$ cat src/rtl/tex_line_fetcher_if.sv
// Texture fetcher bus bundle: dmem read port plus the pixel request/response port.
// master = fetcher side, slave = dmem/vga side.
`timescale 1ns/1ps
interface tex_line_fetcher_if;
   logic        mem_re;
   logic [11:0] mem_addr;
   logic [31:0] mem_rdata;
   logic        pix_rd;
   logic [6:0]  pix_x;
   logic [7:0]  pix_out;
   logic        pix_valid;

   modport master (
      output mem_re, mem_addr,
      input  mem_rdata,
      input  pix_rd, pix_x,
      output pix_out, pix_valid
   );

   modport slave (
      input  mem_re, mem_addr,
      output mem_rdata,
      output pix_rd, pix_x,
      input  pix_out, pix_valid
   );
endinterface

$ cat src/rtl/tex_line_fetcher.sv
// Prefetches one texture line per display line from dmem into a ping-pong buffer
// and serves 8-bit pixels from the display half to the vga block.
//
// state | meaning
// IDLE  | no fetch in flight
// FETCH | one dmem read per cycle, WPL reads in total
// DRAIN | last read word is captured; fill buffer becomes valid
`timescale 1ns/1ps
module tex_line_fetcher #(
   parameter int ADDR_BASE = 0,
   parameter int IMG_W     = 112,
   parameter int IMG_H     = 80
) (
   input  logic                  clk,
   input  logic                  reset,
   input  logic                  line_start,
   input  logic [6:0]            line_y,
   tex_line_fetcher_if.master    bus,
   output logic                  fetch_busy,
   output logic                  underrun
);
   localparam int WPL   = IMG_W / 4;
   localparam int IDX_W = $clog2(WPL);

   typedef enum logic [1:0] {IDLE, FETCH, DRAIN} state_t;

   state_t             state;
   logic               mem_re_q;
   logic [11:0]        mem_addr_q;
   logic [IDX_W-1:0]   rd_idx;
   logic [IDX_W-1:0]   words_left;
   logic               cap_en;
   logic [IDX_W-1:0]   cap_idx;
   logic               disp_sel;
   logic               fill_sel;
   logic [1:0]         blank;
   logic               line_ok;
   logic [11:0]        line_addr;

   logic [31:0]        line_buf [2][WPL];

   logic               pix_in_range;
   logic [IDX_W-1:0]   pix_word_idx;
   logic [31:0]        pix_word;
   logic [7:0]         pix_byte;
   logic [7:0]         pix_out_q;
   logic               pix_valid_q;

   assign fill_sel     = ~disp_sel;
   assign line_ok      = 32'(line_y) < IMG_H;
   // 12-bit wrap here means ADDR_BASE/IMG_H do not fit the dmem window
   assign line_addr    = 12'(ADDR_BASE) + 12'(line_y) * 12'(WPL);

   assign bus.mem_re    = mem_re_q;
   assign bus.mem_addr  = mem_addr_q;
   assign bus.pix_out   = pix_out_q;
   assign bus.pix_valid = pix_valid_q;

   always_ff @(posedge clk or negedge reset) begin
      if (!reset) begin
         state      <= IDLE;
         mem_re_q   <= 1'b0;
         mem_addr_q <= '0;
         rd_idx     <= '0;
         words_left <= '0;
         cap_en     <= 1'b0;
         cap_idx    <= '0;
         fetch_busy <= 1'b0;
         underrun   <= 1'b0;
         disp_sel   <= 1'b0;
         blank      <= 2'b11;
      end else begin
         cap_en  <= mem_re_q;
         cap_idx <= rd_idx;
         if (line_start) begin
            // Old fill buffer becomes the display buffer; the old display buffer is refilled.
            disp_sel        <= ~disp_sel;
            blank[disp_sel] <= 1'b1;
            cap_en          <= 1'b0;
            if (fetch_busy) begin
               underrun        <= 1'b1;
               blank[fill_sel] <= 1'b1;
            end
            if (line_ok) begin
               state      <= FETCH;
               mem_re_q   <= 1'b1;
               mem_addr_q <= line_addr;
               rd_idx     <= '0;
               words_left <= IDX_W'(WPL - 1);
               fetch_busy <= 1'b1;
            end else begin
               state      <= IDLE;
               mem_re_q   <= 1'b0;
               fetch_busy <= 1'b0;
            end
         end else begin
            case (state)
               FETCH: begin
                  if (words_left == '0) begin
                     state    <= DRAIN;
                     mem_re_q <= 1'b0;
                  end else begin
                     words_left <= words_left - 1'b1;
                     rd_idx     <= rd_idx + 1'b1;
                     mem_addr_q <= mem_addr_q + 12'd1;
                  end
               end
               DRAIN: begin
                  state           <= IDLE;
                  fetch_busy      <= 1'b0;
                  blank[fill_sel] <= 1'b0;
               end
               default: state <= IDLE;
            endcase
         end
      end
   end

   // Buffer RAM is deliberately not reset; blank flags gate its contents.
   always_ff @(posedge clk) begin
      if (cap_en)
         line_buf[fill_sel][cap_idx] <= bus.mem_rdata;
   end

   always_comb begin
      pix_in_range = 32'(bus.pix_x) < IMG_W;
      pix_word_idx = pix_in_range ? IDX_W'(bus.pix_x >> 2) : '0;
      pix_word     = line_buf[disp_sel][pix_word_idx];
      case (bus.pix_x[1:0])
         2'd0:    pix_byte = pix_word[7:0];
         2'd1:    pix_byte = pix_word[15:8];
         2'd2:    pix_byte = pix_word[23:16];
         default: pix_byte = pix_word[31:24];
      endcase
   end

   always_ff @(posedge clk or negedge reset) begin
      if (!reset) begin
         pix_valid_q <= 1'b0;
         pix_out_q   <= 8'h00;
      end else begin
         pix_valid_q <= bus.pix_rd;
         if (bus.pix_rd)
            pix_out_q <= (pix_in_range && !blank[disp_sel]) ? pix_byte : 8'h00;
      end
   end
endmodule

$ cat src/flat_wrapper.sv
// flat-port wrapper written by rule: the top's interface ports become plain ports
module tex_line_fetcher_flat 
#(
   parameter int ADDR_BASE = 0,
   parameter int IMG_W     = 112,
   parameter int IMG_H     = 80
)
  (clk, reset, line_start, line_y, fetch_busy, underrun, bus_mem_re, bus_mem_addr, bus_mem_rdata, bus_pix_rd, bus_pix_x, bus_pix_out, bus_pix_valid);
  tex_line_fetcher_if bus_i ();
  input  logic clk;
  input  logic reset;
  input  logic line_start;
  input  logic [6:0] line_y;
  output logic fetch_busy;
  output logic underrun;
  output wire logic [$bits(bus_i.mem_re)-1:0] bus_mem_re;
  output wire logic [$bits(bus_i.mem_addr)-1:0] bus_mem_addr;
  input wire logic [$bits(bus_i.mem_rdata)-1:0] bus_mem_rdata;
  input wire logic [$bits(bus_i.pix_rd)-1:0] bus_pix_rd;
  input wire logic [$bits(bus_i.pix_x)-1:0] bus_pix_x;
  output wire logic [$bits(bus_i.pix_out)-1:0] bus_pix_out;
  output wire logic [$bits(bus_i.pix_valid)-1:0] bus_pix_valid;
  assign bus_mem_re = bus_i.mem_re;
  assign bus_mem_addr = bus_i.mem_addr;
  assign bus_i.mem_rdata = bus_mem_rdata;
  assign bus_i.pix_rd = bus_pix_rd;
  assign bus_i.pix_x = bus_pix_x;
  assign bus_pix_out = bus_i.pix_out;
  assign bus_pix_valid = bus_i.pix_valid;
  tex_line_fetcher #(.ADDR_BASE(ADDR_BASE), .IMG_W(IMG_W), .IMG_H(IMG_H)) u_core (.clk(clk), .reset(reset), .line_start(line_start), .line_y(line_y), .bus(bus_i), .fetch_busy(fetch_busy), .underrun(underrun));
endmodule
$ cat config.mk
export PLATFORM = sky130hd
export DESIGN_NAME = tex_line_fetcher_flat
export DESIGN_NICKNAME = d
export VERILOG_FILES = /design/src/rtl/tex_line_fetcher_if.sv /design/src/rtl/tex_line_fetcher.sv /design/src/flat_wrapper.sv
export SDC_FILE = /design/constraint.sdc
export NUM_CORES = 2
export LEC_CHECK = 0
export ABC_AREA = 1
export CAP_MARGIN = 15
export CELL_PAD_IN_SITES_DETAIL_PLACEMENT = 1
export CELL_PAD_IN_SITES_GLOBAL_PLACEMENT = 1
export CORE_MARGIN = 2
export CORE_UTILIZATION = 46
export DETAILED_ROUTE_END_ITERATION = 12
export PLACE_DENSITY = 0.72
export SLEW_MARGIN = 20
export SYNTH_ARGS = -nofsm -noshare
export SYNTH_HDL_FRONTEND = slang
export SYNTH_SLANG_ARGS = --single-unit
$ cat constraint.sdc
create_clock -name clk -period 3.7 [get_ports clk]
set_clock_uncertainty 0.05 [all_clocks]
set_input_delay 0.74 -clock clk [delete_from_list [all_inputs] [get_ports clk]]
set_output_delay 0.74 -clock clk [all_outputs]
set_load 0.03 [all_outputs]
==> out/metrics.yaml <==
layout:
  drive_gt1_share_pct: 10.3
  fin_nets: 7230
  final_common_cell: "nor2_1"
  syn_to_final_growth_pct: 16.0
  nFillCells: 17300
  stdcell_area_sq_um: 88400
  layout_common_cells: "nor2_1 (2200), edfxtp_1 (1792), nand2_1 (1277)"
worst_setup_path:
  ff2ff_path_depth: 14
  crit_type: "flop to flop"
  startpoint_type: "flop"
  timing.rr.start: "u_core.disp_sel$_DFFE_PN0P_"
  crit_path_end_kind: "flop"
  critPathRequiredTime_ps: 4400
  critPathMaxFanout: 61
  startpoint: "u_core.disp_sel$_DFFE_PN0P_"
  arrival_ps: 4130
route:
  vias_per_cell: 5.75
  wl_met1_mm: 107
  vias: 54800
  first_iter_violations: 6147
  wl_met2_mm: 120
  top_layer: "met5"
  postRouteAntennaNets: 0
  firstDrtPassIters: 6
  routed_wl_mm: 256
  wl_per_cell_um: 26.9
  drc_errors: 0
  dr_wl_met3_mm: 19.0
global_routing:
  grt_antenna_before_repair: 11
  grt_overflow_total: 0
  grt_pass1_vias: 56900
  grt_util_all_layers_pct: 30.2
  grt_max_degree: 94
  grt_pass1_wl_mm: 374
sta:
  fin_crit_sh_pct: 92.7
  period_needed_ps: 3430
  slew_viol_final: 0
  setup_viol: 0
  finalHoldViolations: 0
  slew_headroom_pct: 21.3
  max_freq_mhz: 292
  rsz0062_at_grt: "no"
  tightest_slew_ps: 1180
  hold_slack_ps: 281
  totalNegativeSetupSlack_ps: 0
cts:
  cts_buffer_depth: 3
  insertion_delay_ps: 880
  holdBufCountCts: 1
  root_buffer: "clkbuf_16"
  cts_resized: 0
  cts_htree_levels: 4
  cts_setup_buffers: 0
  clk_pin_slew_ps: 60
  cts_tree: "done"
  numCtsBuffers: 190
  clkSinkCount: 1837
yosys:
  synth-async-reset-ratio_pct: 2.45
  ys_seq_area_share_pct: 72.1
  synth_flop_cell: "edfxtp_1"
  synth_fp_nets: 6998
  ys_warn_count: 0
  syn_area_sq_um: 76200
  synth-edff-count: 1792
  avgSynthCellArea_sq_um: 11.0
  synth.distinct_cells: 43
  ys_ff_latch: 1837
  synthCells: 6928
pwr:
  p_seq_share_pct: 47.8
  power.leakage_nw: 32.1
  combinationalPowerShare_pct: 12.8
  p_int_mw: 35.6
  cellPowerDensity_nw_per_um2: 550
  vdd_drop_max_v: 0.000484
  clkPwrFrac_pct: 39.4
  sw_frac_of_total_pct: 26.8
  p_total_mw: 48.6
  p_sw_mw: 13.1
die:
  start_util_pct: 46.2
  die_area_sq_um: 169000
  die_h_um: 411
  design.core.area_sq_um: 165000
  dieWidth_um: 411
  ioPinCount: 74
  rows: 149
run:
  drv_cap: 0
place:
  place_area_sq_um: 82200
  hpwlAfterDp_mm: 153
  port_buffers: 73
  gp_congestion: 0.973
run_status:
  outcome: "completed"
min_path:
  holdCritPathClass: "input port to asynchronous set/reset pin"
power groups by stage:
stage / Combinational, mW / Clock [mW] / Sequential, mW
after global placement: 5.92 / 0 / 23.7
final: 6.22 / 19.1 / 23.3
after detailed placement: 6.10 / 0 / 23.7
after floorplan: 3.24 / 0 / 23.7
after CTS: 6.17 / 19.4 / 23.3
after global routing: 6.73 / 20.1 / 23.3
sequential cells by signal, summed over array words and instances, names as in the netlist:
register              count
u_core.bus.pix_valid      1
u_core.bus.mem_re         1
u_core.disp_sel           1
u_core.rd_idx             5
u_core.words_left         5
u_core.bus.pix_out        8
u_core.line_buf        1792
u_core.fetch_busy         1
u_core.blank              2
u_core.underrun           1
u_core.bus.mem_addr      12
u_core.state              2
u_core.cap_idx            5
u_core.cap_en             1
metrics by stage:
| step | setup slack, ps | util [%] | std cells |
|---|---|---|---|
| 4_1_cts | 389 | 53.6 | 9510 |
| 2_1_floorplan | -257 | - | 6928 |
| 6_report | 271 | 53.6 | 9516 |
| 5_1_grt | 200 | 53.6 | 9511 |
| 3_3_place_gp | -34.7 | 49.9 | 9155 |
| 3_5_place_dp | -0.759 | 49.9 | 9155 |
metal layers:
metal / vias to the layer above / global-route usage [%]
met3: 490 / 4.93
met4: 4 / 12.1
met1: 28100 / 41.2
met5: - / 0
li1: 24000 / -
met2: 2169 / 48.4
area by class of cell:
class	count	area, sq um	area share, %
multi-input cells	4614	19600	22.2
well taps	2189	2740	3.10
diodes	5	12.5	0.0142
inverters	86	352	0.398
flip-flops and latches	1837	54900	62.2
repair buffers	431	4560	5.16
clock buffers	239	4970	5.62
clock inverters	115	1220	1.38
cell families after synthesis:
family	count (synthesis)	synth area share, %
AO/OA/AOI/OAI	417	2.99
XOR/XNOR	5	0.0575
adder cells (fa/ha/maj)	20	0.397
buffers and inverters	477	2.74
flip-flops	1837	72.1
AND/OR/NAND/NOR	4172	21.7
Yosys cell counts (21+ instances only):
library cell / instances / area share [%]
dfrtp_1: 43 / 1.4
clkbuf_1: 148 / 0.73
nor3_1: 55 / 0.36
o21ai_1: 40 / 0.26
o21ai_0: 221 / 1.5
buf_2: 192 / 1.3
nand3_1: 563 / 3.7
nor2_1: 2232 / 11
a21oi_1: 84 / 0.55
o31ai_1: 33 / 0.33
edfxtp_1: 1792 / 71
buf_1: 37 / 0.18
or2_2: 23 / 0.19
nand2_1: 1279 / 6.3
inv_1: 74 / 0.36
o211ai_1: 21 / 0.21
worst paths after layout:
kind	slack [ps]	endpoint
max	270	u_core.bus.pix_out[7]$_DFFE_PN0P_
min	280	u_core.underrun$_DFFE_PN0P_
max reg2reg	270	u_core.bus.pix_out[7]$_DFFE_PN0P_
min reg2reg	360	u_core.cap_idx[1]$_DFF_PN0_
max in group asynchronous	2620	u_core.cap_idx[4]$_DFF_PN0_
min in group clk	280	u_core.line_buf[1][413]$_DFFE_PP_
critical path, cell delays in order (launching register included):
cell and delay, ps:
dfrtp_4 770, inv_8 320, buf_12 340, nor2_1 140, nor2_1 60, o21ai_0 500
nand2_1 130, nand3_1 110, nand2_1 60, nand2_1 200, nand2_1 110, nand3_1 100
nand2_1 60, o21ai_1 130, nand2_1 70
Power figures use the tool's default switching activity.
